--- src/rtl/mouse_cmd_sequencer.sv ---
// mouse_cmd_sequencer
//
// Queues host PS/2 command bytes and plays them out to the mouse through the
// shared transmitter/receiver pair. For each command the sequencer takes
// ownership of the pair from the master state machine. It sends the byte and
// waits for the acknowledge. A resend request (0xFE) is retried up to
// MAX_RETRY times. One completion status is reported per command.
//
// Parameters:
//   FIFO_DEPTH      command queue depth (power of two, >= 2)
//   MAX_RETRY       resend retries allowed per command
//   TIMEOUT_CYCLES  watchdog limit in CLK cycles (24-bit counter)
//
// Optional feature macro:
//   MOUSE_CMD_SEQ_TIMEOUT_EN  when defined, the watchdog is built in and
//                             status 11 (timeout) is reachable. When it is not
//                             defined, the wait states wait forever.
//
// Ports:
//   CLK, RESET         rising-edge clock, synchronous active-high reset
//   CMD_VALID/BYTE     host command push, accepted while CMD_READY is high
//   CMD_READY          queue not full (combinational from the FIFO count)
//   OWN_REQ/OWN_GNT    ownership handshake with the master state machine
//   SEND_BYTE          one-cycle transmit strobe, data on BYTE_TO_SEND
//   BYTE_SENT          transmitter done pulse
//   READ_ENABLE        receiver enable while awaiting the acknowledge
//   BYTE_READ/BYTE_ERROR_CODE/BYTE_READY  receiver result
//   RESP_VALID/STATUS/CMD  one-cycle completion report
//   BUSY               sequencer is not idle
module mouse_cmd_sequencer #(
  parameter int FIFO_DEPTH     = 4,
  parameter int MAX_RETRY      = 2,
  parameter int TIMEOUT_CYCLES = 5000000
) (
  input  logic       CLK,
  input  logic       RESET,
  input  logic       CMD_VALID,
  input  logic [7:0] CMD_BYTE,
  output logic       CMD_READY,
  output logic       OWN_REQ,
  input  logic       OWN_GNT,
  output logic       SEND_BYTE,
  output logic [7:0] BYTE_TO_SEND,
  input  logic       BYTE_SENT,
  output logic       READ_ENABLE,
  input  logic [7:0] BYTE_READ,
  input  logic [1:0] BYTE_ERROR_CODE,
  input  logic       BYTE_READY,
  output logic       RESP_VALID,
  output logic [1:0] RESP_STATUS,
  output logic [7:0] RESP_CMD,
  output logic       BUSY
);

  localparam int AW = (FIFO_DEPTH > 1) ? $clog2(FIFO_DEPTH) : 1;
  localparam int RW = $clog2(MAX_RETRY + 2);
  localparam logic [AW:0]   DEPTH_V     = (AW + 1)'(FIFO_DEPTH);
  localparam logic [RW-1:0] RETRY_LIMIT = RW'(MAX_RETRY);

  localparam logic [1:0] STATUS_ACK     = 2'b00;
  localparam logic [1:0] STATUS_RETRY   = 2'b01;
  localparam logic [1:0] STATUS_ERR     = 2'b10;
  localparam logic [1:0] STATUS_TIMEOUT = 2'b11;

  typedef enum logic [2:0] {
    ST_IDLE,
    ST_REQ,
    ST_SEND,
    ST_WAIT_SENT,
    ST_WAIT_ACK,
    ST_DONE
  } state_t;

  state_t        state;
  logic [7:0]    fifo_mem [FIFO_DEPTH];
  logic [AW:0]   wr_ptr;
  logic [AW:0]   rd_ptr;
  logic [AW:0]   fifo_count;
  logic          push;
  logic          pop;
  logic          timeout;
  logic [7:0]    cmd_reg;
  logic [RW-1:0] retry_cnt;

  // The pointers carry one extra wrap bit, so their difference is the
  // occupancy. It stays unambiguous even when the queue is completely full.
  assign fifo_count   = wr_ptr - rd_ptr;
  assign CMD_READY    = (fifo_count != DEPTH_V);
  assign push         = CMD_VALID && CMD_READY;
  assign pop          = (state == ST_IDLE) && (fifo_count != '0);
  assign BYTE_TO_SEND = cmd_reg;
  assign RESP_CMD     = cmd_reg;

  // Queue pointers. A push and a pop in the same cycle move both pointers,
  // so the occupancy does not change.
  always_ff @(posedge CLK) begin
    if (RESET) begin
      wr_ptr <= '0;
      rd_ptr <= '0;
    end else begin
      if (push) wr_ptr <= wr_ptr + 1'b1;
      if (pop)  rd_ptr <= rd_ptr + 1'b1;
    end
  end

  // Queue storage. It has no reset, because the pointers define what is valid.
  always_ff @(posedge CLK) begin
    if (push) fifo_mem[wr_ptr[AW-1:0]] <= CMD_BYTE;
  end

`ifdef MOUSE_CMD_SEQ_TIMEOUT_EN
  localparam logic [23:0] TIMEOUT_LAST = 24'(TIMEOUT_CYCLES - 1);
  logic [23:0] wd_count;

  assign timeout = (wd_count >= TIMEOUT_LAST);

  // Watchdog. It restarts on every transmit, including resends. It runs
  // across both wait states and holds at the limit, so a late BYTE_SENT
  // cannot push it past the compare point.
  always_ff @(posedge CLK) begin
    if (RESET) begin
      wd_count <= '0;
    end else if (state == ST_SEND) begin
      wd_count <= '0;
    end else if ((state == ST_WAIT_SENT || state == ST_WAIT_ACK) && !timeout) begin
      wd_count <= wd_count + 1'b1;
    end
  end
`else
  logic unused_timeout_cfg;
  assign unused_timeout_cfg = (TIMEOUT_CYCLES != 0);
  assign timeout            = 1'b0;
`endif

  // Command state machine. All outputs are registered: each output is
  // assigned together with the transition that enters the state it belongs to.
  always_ff @(posedge CLK) begin
    if (RESET) begin
      state       <= ST_IDLE;
      cmd_reg     <= '0;
      retry_cnt   <= '0;
      OWN_REQ     <= 1'b0;
      SEND_BYTE   <= 1'b0;
      READ_ENABLE <= 1'b0;
      RESP_VALID  <= 1'b0;
      RESP_STATUS <= STATUS_ACK;
      BUSY        <= 1'b0;
    end else begin
      SEND_BYTE  <= 1'b0;
      RESP_VALID <= 1'b0;
      case (state)
        ST_IDLE: begin
          if (pop) begin
            cmd_reg   <= fifo_mem[rd_ptr[AW-1:0]];
            retry_cnt <= '0;
            OWN_REQ   <= 1'b1;
            BUSY      <= 1'b1;
            state     <= ST_REQ;
          end
        end
        ST_REQ: begin
          if (OWN_GNT) begin
            SEND_BYTE <= 1'b1;
            state     <= ST_SEND;
          end
        end
        ST_SEND: begin
          state <= ST_WAIT_SENT;
        end
        ST_WAIT_SENT: begin
          if (BYTE_SENT) begin
            READ_ENABLE <= 1'b1;
            state       <= ST_WAIT_ACK;
          end else if (timeout) begin
            RESP_STATUS <= STATUS_TIMEOUT;
            RESP_VALID  <= 1'b1;
            state       <= ST_DONE;
          end
        end
        ST_WAIT_ACK: begin
          // A receiver byte has priority over a timeout in the same cycle.
          // A receive error makes the byte untrustworthy, so the error is
          // checked before the byte value.
          if (BYTE_READY) begin
            if (BYTE_ERROR_CODE != 2'b00 || BYTE_READ == 8'hFC) begin
              RESP_STATUS <= STATUS_ERR;
              RESP_VALID  <= 1'b1;
              READ_ENABLE <= 1'b0;
              state       <= ST_DONE;
            end else if (BYTE_READ == 8'hFA) begin
              RESP_STATUS <= STATUS_ACK;
              RESP_VALID  <= 1'b1;
              READ_ENABLE <= 1'b0;
              state       <= ST_DONE;
            end else if (BYTE_READ == 8'hFE) begin
              if (retry_cnt < RETRY_LIMIT) begin
                retry_cnt   <= retry_cnt + 1'b1;
                READ_ENABLE <= 1'b0;
                SEND_BYTE   <= 1'b1;
                state       <= ST_SEND;
              end else begin
                RESP_STATUS <= STATUS_RETRY;
                RESP_VALID  <= 1'b1;
                READ_ENABLE <= 1'b0;
                state       <= ST_DONE;
              end
            end
          end else if (timeout) begin
            RESP_STATUS <= STATUS_TIMEOUT;
            RESP_VALID  <= 1'b1;
            READ_ENABLE <= 1'b0;
            state       <= ST_DONE;
          end
        end
        ST_DONE: begin
          OWN_REQ <= 1'b0;
          BUSY    <= 1'b0;
          state   <= ST_IDLE;
        end
        default: begin
          state <= ST_IDLE;
        end
      endcase
    end
  end

endmodule
--- config.mk ---
export PLATFORM = sky130hd
export DESIGN_NAME = mouse_cmd_sequencer
export DESIGN_NICKNAME = d
export VERILOG_FILES = /design/src/rtl/mouse_cmd_sequencer.sv
export SDC_FILE = /design/constraint.sdc
export NUM_CORES = 1
export LEC_CHECK = 0
export BUFFER_PORTS_ARGS = -buffer_cell sky130_fd_sc_hd__buf_2
export CORE_ASPECT_RATIO = 1.2
export CORE_UTILIZATION = 37
export CTS_CLUSTER_DIAMETER = 40
export DETAILED_ROUTE_END_ITERATION = 8
export PLACE_DENSITY_LB_ADDON = 0.08
export SLEW_MARGIN = 20
export SYNTH_ARGS = -nofsm -noshare
export SYNTH_HDL_FRONTEND = slang
export SYNTH_SLANG_ARGS = --single-unit
--- constraint.sdc ---
create_clock -name CLK -period 4.8 [get_ports CLK]
set_input_delay 0.96 -clock CLK [delete_from_list [all_inputs] [get_ports CLK]]
set_output_delay 0.96 -clock CLK [all_outputs]
set_load 0.05 [all_outputs]
==> results.sh, run 1 <==
export IMPL_gp_congestion=0.7689
export IMPL_dp_hpwl_microns=3168
export IMPL_synth_mux_area_frac=0.1148
export IMPL_yosysWarnings=0
export IMPL_grt_pass1_wl_microns=7693
export IMPL_finalCritPeriodShare=0.6442
export IMPL_cp_max_fo=11
export IMPL_slew_headroom=0.5361
export IMPL_vias=1570
export IMPL_postCtsSetupBuffers=0
export IMPL_clockRootBuffer="clkbuf_8"
export IMPL_syn2layout_area_growth_pct=17.22
export IMPL_cpMaxStageDelayCell="dfxtp_1"
export IMPL_power_density_nw_per_um2=662.0
export IMPL_min_path_type="reg2reg"
export IMPL_clockBufferDepth=2
export IMPL_postCtsHoldBufs=0
export IMPL_synth_compound_area_share=0.08808
export IMPL_dr_pass1_iters=4
export IMPL_maxCapViolations=0
export IMPL_ir_drop_mv=0.3212
export IMPL_syn_nets=223
export IMPL_fill_cells=622
export IMPL_io_pin_count=48
export IMPL_final_common_cell="buf_2"
export IMPL_yosysSeqAreaShare=0.5779
export IMPL_critPathTopFamily="flip-flops"
export IMPL_clock_sinks=57
export IMPL_outcome="finished clean"
export IMPL_wl_microns=4642
export IMPL_synth_xor_area_share=0.02672
export IMPL_synth_top_family_by_area="multiplexers"
export IMPL_diodes=0
export IMPL_synth_avg_cell_area_sq_um=13.17
export IMPL_worstPathArrival_ps=2130
export IMPL_drive_above_1_share=0.3235
export IMPL_route_detailed_drc=0
export IMPL_core_area_sq_um=6526
export IMPL_max_stage_delay_ps=770
export IMPL_synth_simple_area_share=0.09748
export IMPL_die_w_microns=77.47
export IMPL_dieHeight_microns=92.56
export IMPL_rsz0062_at_grt="false"
export IMPL_grt_max_degree=27
export IMPL_drtAntennaViolNets=0
export IMPL_critPathLaunchType="register"
export IMPL_worstSetupEndpointType="output port"
export IMPL_syn_cell_area_sq_um=2529
export IMPL_crit_required_ps=3840
export IMPL_drt_iter0_drc=46
export IMPL_finClkSkew_ps=7.696
export IMPL_final_cells=323
export IMPL_tritoncts="built"
export IMPL_final_core_util=0.4542
export IMPL_vias_per_cell=4.861
export IMPL_dp_cells=307
export IMPL_hold_viol=0
export IMPL_synth_cell_types=46
export IMPL_die_area_sq_um=7170
export IMPL_grt_total_usage=0.1471
export IMPL_tns_ps=0
export IMPL_clkSlewWorstSetupHoldPaths_ps=60
export IMPL_setup_violations=0
export IMPL_worst_pin_slew_ps=694.9
export IMPL_io_buffers=47
export IMPL_grt_pass1_vias=1564
export IMPL_core_rowCount=32
export IMPL_crit_buf_inv=1
export IMPL_path_cells="ha_1 -> nor2b_1 -> xnor2_2 -> nand3_1 -> buf_2"
export IMPL_antenna_found_initial=0
export IMPL_htree_levels=3
export IMPL_drv_slew=0
export IMPL_ys_seq_elements=57
export IMPL_clk_latency_ps=330
export IMPL_cts_resized=0
export IMPL_avgRoutedWirePerCell_microns=14.37
export IMPL_crit_type="reg2out"
export IMPL_power_leakage_uw=0.001173
export IMPL_netlist_instances=192
export IMPL_min_period_ps=3092
export IMPL_synth_adder_area_share=0.03464
export IMPL_cts_buffers=9
export IMPL_grt_overflow=0
export IMPL_nets=264
export IMPL_initial_core_util=0.3875
export IMPL_layout_common_cells="buf_2, edfxtp_1, dfxtp_1"
export IMPL_fmax_ghz=0.3234
metrics by stage:
stage               cell area (sq um)  setup slack, ps  hold slack, ps  power [uW]
floorplan                        2529             2097           486.6        1401
global placement                 2751             2042           452.3        1495
detailed placement               2751             2011           455.7        1501
CTS                              2964             1646           471.0        1993
global route                     2964             1538           492.0        2077
finish                           2964             1708           466.2        1962
cells by family (layout without fill, tap and decap cells):
group	after synthesis	after routing
flops	57	57
xor+xnor	6	6
simple gates	48	48
mux	19	19
fa+ha+maj	7	7
buf+inv	26	72
compound gates	29	29
synthesized netlist by cell type, drive strengths merged:
| cell | number | area [sq um] |
|---|---|---|
| edfxtp | 32 | 960.9 |
| dfxtp | 25 | 500.5 |
| nor2 | 22 | 92.59 |
| buf | 12 | 88.83 |
| mux2i | 11 | 110.1 |
| inv | 9 | 33.78 |
| mux4 | 8 | 180.2 |
| a21oi | 7 | 35.03 |
| ha | 7 | 87.58 |
| o21ai | 6 | 41.29 |
| and2 | 5 | 33.78 |
| clkbuf | 5 | 30.02 |
| nand3 | 5 | 25.02 |
| xnor2 | 4 | 50.05 |
| a31oi | 3 | 33.78 |
| nand2 | 3 | 11.26 |
| nand2b | 3 | 18.77 |
| nor3 | 3 | 15.01 |
| nand4 | 2 | 12.51 |
| o211ai | 2 | 15.01 |
| o21a | 2 | 15.01 |
| or3 | 2 | 12.51 |
| xor2 | 2 | 17.52 |
| a211o | 1 | 8.760 |
| a211oi | 1 | 7.510 |
| a21o | 1 | 7.510 |
| a221oi | 1 | 15.01 |
| a41o | 1 | 10.01 |
| a41oi | 1 | 8.760 |
| and3b | 1 | 8.760 |
| and4b | 1 | 10.01 |
| nor2b | 1 | 6.260 |
| o2111ai | 1 | 8.760 |
| o21bai | 1 | 7.510 |
| o311ai | 1 | 8.760 |
power breakdown:
part | internal [uW] | switching (uW)
logic | 254 | 532
clock network | 293 | 190
registers | 610 | 83.7
total | 1160 | 806
registers in the layout, summed over array words and instances (netlist names), 2 cells and up:
| name | flops |
|---|---|
| RESP_STATUS | 2 |
| retry_cnt | 2 |
| wr_ptr | 3 |
| fifo_mem | 32 |
| BYTE_TO_SEND | 8 |
| rd_ptr | 3 |
| state | 3 |
routing by layer:
layer  global-route usage  wire length (microns)
met2               0.2478                   2392
met3              0.04433                    212
met4              0.08019                     48
met1               0.1658                   1988
met5                    0                      0
final timing paths:
kind,end,slack (ps),startpoint,cells past startpoint
max,CMD_READY,1710,rd_ptr[0],5
min,RESP_STATUS[0],470,RESP_STATUS[0],1
max reg2reg,fifo_mem[1][7],2280,rd_ptr[0],5
min reg2reg,RESP_STATUS[0],470,RESP_STATUS[0],1
area by class of cell:
cell class / instances / area [sq um] / area share
clock buffers: 11 / 131.4 / 0.04432
well taps: 85 / 106.4 / 0.03588
clock inverters: 5 / 81.33 / 0.02744
inverters: 9 / 33.78 / 0.01140
multi-input cells: 109 / 914.6 / 0.3086
flip-flops and latches: 57 / 1461 / 0.4930
repair buffers: 47 / 235.2 / 0.07936
Note: power is estimated with default switching activity, not from simulation.
==> inputs of run 2 (changes only) <==
==> constraint.sdc (replaced) <==
create_clock -name CLK -period 2.7 [get_ports CLK]
set_input_delay 0.54 -clock CLK [delete_from_list [all_inputs] [get_ports CLK]]
set_output_delay 0.54 -clock CLK [all_outputs]
set_load 0.05 [all_outputs]
==> run 2 against run 1 <==
  * Combinational power increased by 87%
  * Largest power group unchanged
  * Critical path type unchanged
  * Die area unchanged
  * Highest routed layer unchanged
  * Design area decreased by 0.34%
  * Register-to-register slack got worse by 1800 ps
  * Worst setup slack got worse by 1400 ps
  * Via count increased by 2.0%
==> results.sh, run 2 (synthesis results as in run 1) <==
export IMPL_grt_max_degree=27
export IMPL_worst_pin_slew_ps=538.8
export IMPL_crit_required_ps=2160
export IMPL_critPathLaunchType="register"
export IMPL_final_cells=325
export IMPL_crit_buf_inv=2
export IMPL_min_path_type="in2reg"
export IMPL_layout_common_cells="buf_2, edfxtp_1, dfxtp_1"
export IMPL_final_core_util=0.4526
export IMPL_path_cells="inv_1 -> ha_1 -> nor2b_1 -> xnor2_2 -> nand3_1 -> buf_2"
export IMPL_dp_hpwl_microns=3232
export IMPL_fmax_ghz=0.4167
export IMPL_crit_type="reg2out"
export IMPL_diodes=0
export IMPL_clockRootBuffer="clkbuf_8"
export IMPL_slew_headroom=0.6394
export IMPL_clkSlewWorstSetupHoldPaths_ps=60
export IMPL_core_rowCount=32
export IMPL_clk_latency_ps=320
export IMPL_route_detailed_drc=0
export IMPL_vias=1602
export IMPL_drive_above_1_share=0.3292
export IMPL_io_pin_count=48
export IMPL_drv_slew=0
export IMPL_vias_per_cell=4.929
export IMPL_drt_iter0_drc=36
export IMPL_ir_drop_mv=0.5711
export IMPL_power_density_nw_per_um2=1153
export IMPL_syn2layout_area_growth_pct=16.82
export IMPL_die_w_microns=77.47
export IMPL_grt_pass1_wl_microns=7700
export IMPL_tritoncts="built"
export IMPL_cts_buffers=9
export IMPL_outcome="finished clean"
export IMPL_maxCapViolations=0
export IMPL_fill_cells=636
export IMPL_largest_reg_flops=32
export IMPL_avgRoutedWirePerCell_microns=14.23
export IMPL_grt_pass1_vias=1658
export IMPL_finalCritPeriodShare=0.8889
export IMPL_nets=266
export IMPL_power_leakage_uw=0.001173
export IMPL_die_area_sq_um=7170
export IMPL_tns_ps=0
export IMPL_critPathTopFamily="flip-flops"
export IMPL_dr_pass1_iters=4
export IMPL_grt_overflow=0
export IMPL_worstSetupEndpointType="output port"
export IMPL_finClkSkew_ps=8.882
export IMPL_grt_total_usage=0.1458
export IMPL_clock_sinks=57
export IMPL_drtAntennaViolNets=0
export IMPL_core_area_sq_um=6526
export IMPL_wl_microns=4624
export IMPL_clockBufferDepth=2
export IMPL_dp_cells=309
export IMPL_rr_startpoint="wr_ptr[0]"
export IMPL_hold_viol=0
export IMPL_worstHoldStart="CMD_BYTE[4]"
export IMPL_max_stage_delay_ps=400
export IMPL_htree_levels=3
export IMPL_cpMaxStageDelayCell="dfxtp_1"
export IMPL_worstPathArrival_ps=1860
export IMPL_io_buffers=47
export IMPL_postCtsHoldBufs=0
export IMPL_cp_max_fo=6
export IMPL_min_period_ps=2400
export IMPL_dieHeight_microns=92.56
export IMPL_final_common_cell="buf_2"
export IMPL_rsz0062_at_grt="false"
export IMPL_setup_violations=0
export IMPL_gp_congestion=0.7599
export IMPL_cts_resized=0
export IMPL_initial_core_util=0.3875
export IMPL_antenna_found_initial=0
export IMPL_crit_path_start="wr_ptr[0]"
export IMPL_postCtsSetupBuffers=0
==> run 2: layout make-up <==
| class | count | area (sq um) | share of cell area |
|---|---|---|---|
| sequential | 57 | 1461 | 0.4947 |
| tap | 85 | 106.4 | 0.03600 |
| clock inverter | 5 | 56.30 | 0.01906 |
| multi-input combinational | 109 | 914.6 | 0.3096 |
| timing repair buffer | 49 | 250.2 | 0.08471 |
| clock buffer | 11 | 131.4 | 0.04447 |
| inverter | 9 | 33.78 | 0.01144 |
==> run 2: report_power, final <==
group,internal (uW),leakage [uW],switching (uW)
Sequential,1080,0.000498,99.4
Clock,425,0.0000933,324
Combinational,466,0.000583,1010
Total,1980,0.00117,1430
==> run 2: final timing paths <==
kind / to / slack [ps] / depth (start not counted)
worst min register to register: RESP_STATUS[0] / 460 / 1
worst min-delay path: fifo_mem[3][4] / 430 / 1
worst max-delay path: CMD_READY / 300 / 6
worst max register to register: fifo_mem[2][0] / 520 / 6
==> run 2: stage by stage <==
stage | hold slack, ps | power [uW] | setup slack [ps] | cell area [sq um]
2_1_floorplan | 486.6 | 2491 | 416.9 | 2529
3_3_place_gp | 451.4 | 2678 | 571.3 | 2766
3_5_place_dp | 454.4 | 2689 | 500.7 | 2766
4_1_cts | 417.3 | 3458 | 264.8 | 2954
5_1_grt | 422.2 | 3609 | 145.3 | 2954
6_report | 433.5 | 3405 | 299.9 | 2954
==> run 2: routing by layer <==
layer,wire length [microns],global-route usage,share of wire,vias to the layer above
li1,-,-,-,782
met1,1875,0.1518,0.41,772
met2,2504,0.2670,0.54,42
met3,183,0.03153,0.040,6
met4,60,0.08491,0.013,0
met5,0,0,0,-
==> run 2: worst register-to-register path: stages (launching register included) <==
cell and delay, ps:
dfxtp_1 400, inv_1 100, ha_1 190, nor2b_1 140, xnor2_2 210, a31oi_4 320
and2_1 460
==> inputs of run 3 (changes only) <==
==> constraint.sdc (replaced) <==
create_clock -name CLK -period 3.1 [get_ports CLK]
set_input_delay 0.62 -clock CLK [delete_from_list [all_inputs] [get_ports CLK]]
set_output_delay 0.62 -clock CLK [all_outputs]
set_load 0.05 [all_outputs]
==> run 3 against run 2 <==
  * First-iteration DRC count decreased by 14%
  * Die area unchanged
  * Highest routed layer unchanged
  * Power decreased by 13%
  * Worst setup slack improved by 250 ps
  * Via count increased by 1.1%
  * Sequential power decreased by 13%
  * Core utilization increased by 0.057 points
==> results.sh, run 3 (synthesis results as in run 1) <==
export IMPL_outcome="finished clean"
export IMPL_min_path_type="reg2reg"
export IMPL_clockBufferDepth=2
export IMPL_dr_pass1_iters=4
export IMPL_gr_usage_met3=0.03054
export IMPL_htree_levels=3
export IMPL_grt_pass1_vias=1657
export IMPL_finalCritPeriodShare=0.8227
export IMPL_grt_overflow=0
export IMPL_vias_per_cell=4.982
export IMPL_cts_resized=0
export IMPL_critPathLaunchType="register"
export IMPL_grt_max_degree=27
export IMPL_path_cells="inv_1 -> ha_1 -> nor2b_1 -> xnor2_2 -> nand3_1 -> buf_2"
export IMPL_clockRootBuffer="clkbuf_8"
export IMPL_grt_total_usage=0.1513
export IMPL_clk_latency_ps=330
export IMPL_ir_drop_mv=0.5892
export IMPL_power_density_nw_per_um2=1001
export IMPL_worstSetupEndpointType="output port"
export IMPL_postCtsHoldBufs=0
export IMPL_setup_ws_ps=549.7
export IMPL_io_buffers=47
export IMPL_power_leakage_uw=0.001174
export IMPL_initial_core_util=0.3875
export IMPL_slew_headroom=0.6372
export IMPL_crit_buf_inv=2
export IMPL_drtAntennaViolNets=0
export IMPL_gp_congestion=0.7806
export IMPL_crit_required_ps=2480
export IMPL_dp_hpwl_microns=3331
export IMPL_cts_buffers=9
export IMPL_cp_max_fo=6
export IMPL_core_rowCount=32
export IMPL_drt_iter0_drc=31
export IMPL_wl_microns=4792
export IMPL_max_stage_delay_ps=400
export IMPL_top_usage_layer="met2"
export IMPL_core_area_sq_um=6526
export IMPL_drv_slew=0
export IMPL_critPathTopFamily="flip-flops"
export IMPL_avgRoutedWirePerCell_microns=14.74
export IMPL_dieHeight_microns=92.56
export IMPL_die_area_sq_um=7170
export IMPL_antenna_found_initial=0
export IMPL_vias=1619
export IMPL_min_period_ps=2550
export IMPL_nets=266
export IMPL_drive_above_1_share=0.3333
export IMPL_tritoncts="built"
export IMPL_clock_sinks=57
export IMPL_layout_common_cells="buf_2, edfxtp_1, dfxtp_1"
export IMPL_final_common_cell="buf_2"
export IMPL_diodes=0
export IMPL_cpMaxStageDelayCell="dfxtp_1"
export IMPL_route_detailed_drc=0
export IMPL_rsz0062_at_grt="false"
export IMPL_grt_use_met1=0.1643
export IMPL_fmax_ghz=0.3921
export IMPL_setup_violations=0
export IMPL_power_total_uw=2961
export IMPL_maxCapViolations=0
export IMPL_io_pin_count=48
export IMPL_tns_ps=0
export IMPL_syn2layout_area_growth_pct=16.97
export IMPL_met2_usage=0.2596
export IMPL_hold_viol=0
export IMPL_worstPathArrival_ps=1930
export IMPL_clkSlewWorstSetupHoldPaths_ps=70
export IMPL_largest_reg_flops=32
export IMPL_die_w_microns=77.47
export IMPL_crit_type="reg2out"
export IMPL_postCtsSetupBuffers=0
export IMPL_finClkSkew_ps=6.118
export IMPL_dp_worst_setup_slack_ps=852.9
export IMPL_worst_pin_slew_ps=542.2
export IMPL_grt_pass1_wl_microns=7935
run 3: area by class of cell:
class,count,area (sq um)
multi-input combinational,109,914.6
clock inverter,4,25.02
clock buffer,12,166.4
inverter,9,33.78
timing repair buffer,49,250.2
tap,85,106.4
sequential,57,1461
fill,654,3568
run 3: worst reg2reg max path: stages (launching register included):
cell and delay (ps):
dfxtp_1 310, buf_4 230, ha_1 170, nor2b_1 210, xnor2_2 180, a31oi_4 320, and2_1 450
run 3: where the power goes:
| group | internal [uW] | switching (uW) |
|---|---|---|
| Combinational | 406 | 881 |
| Clock | 357 | 290 |
| Sequential | 945 | 81.9 |
| Total | 1710 | 1250 |
run 3: final timing paths:
check / slack (ps) / end / cells past startpoint / startpoint
setup / recovery: 550 / CMD_READY / 6 / wr_ptr[0]
hold / removal: 460 / RESP_STATUS[0] / 1 / RESP_STATUS[0]
setup reg to reg: 870 / fifo_mem[1][6] / 6 / rd_ptr[0]
hold reg to reg: 460 / RESP_STATUS[0] / 1 / RESP_STATUS[0]
run 3: metrics by stage:
step	cell area [sq um]	instances	util	hold slack (ps)
2_1_floorplan	2529	192	-	486.6
3_3_place_gp	2766	309	0.4239	452.9
3_5_place_dp	2766	309	0.4239	453.2
4_1_cts	2958	325	0.4532	469.3
5_1_grt	2958	325	0.4532	492.0
6_report	2958	325	0.4532	460.9
run 3: layer usage:
layer	part of all wire	up-vias
met2	0.51	49
met4	0.025	0
met1	0.41	780
met5	0	-
li1	-	778
met3	0.056	12
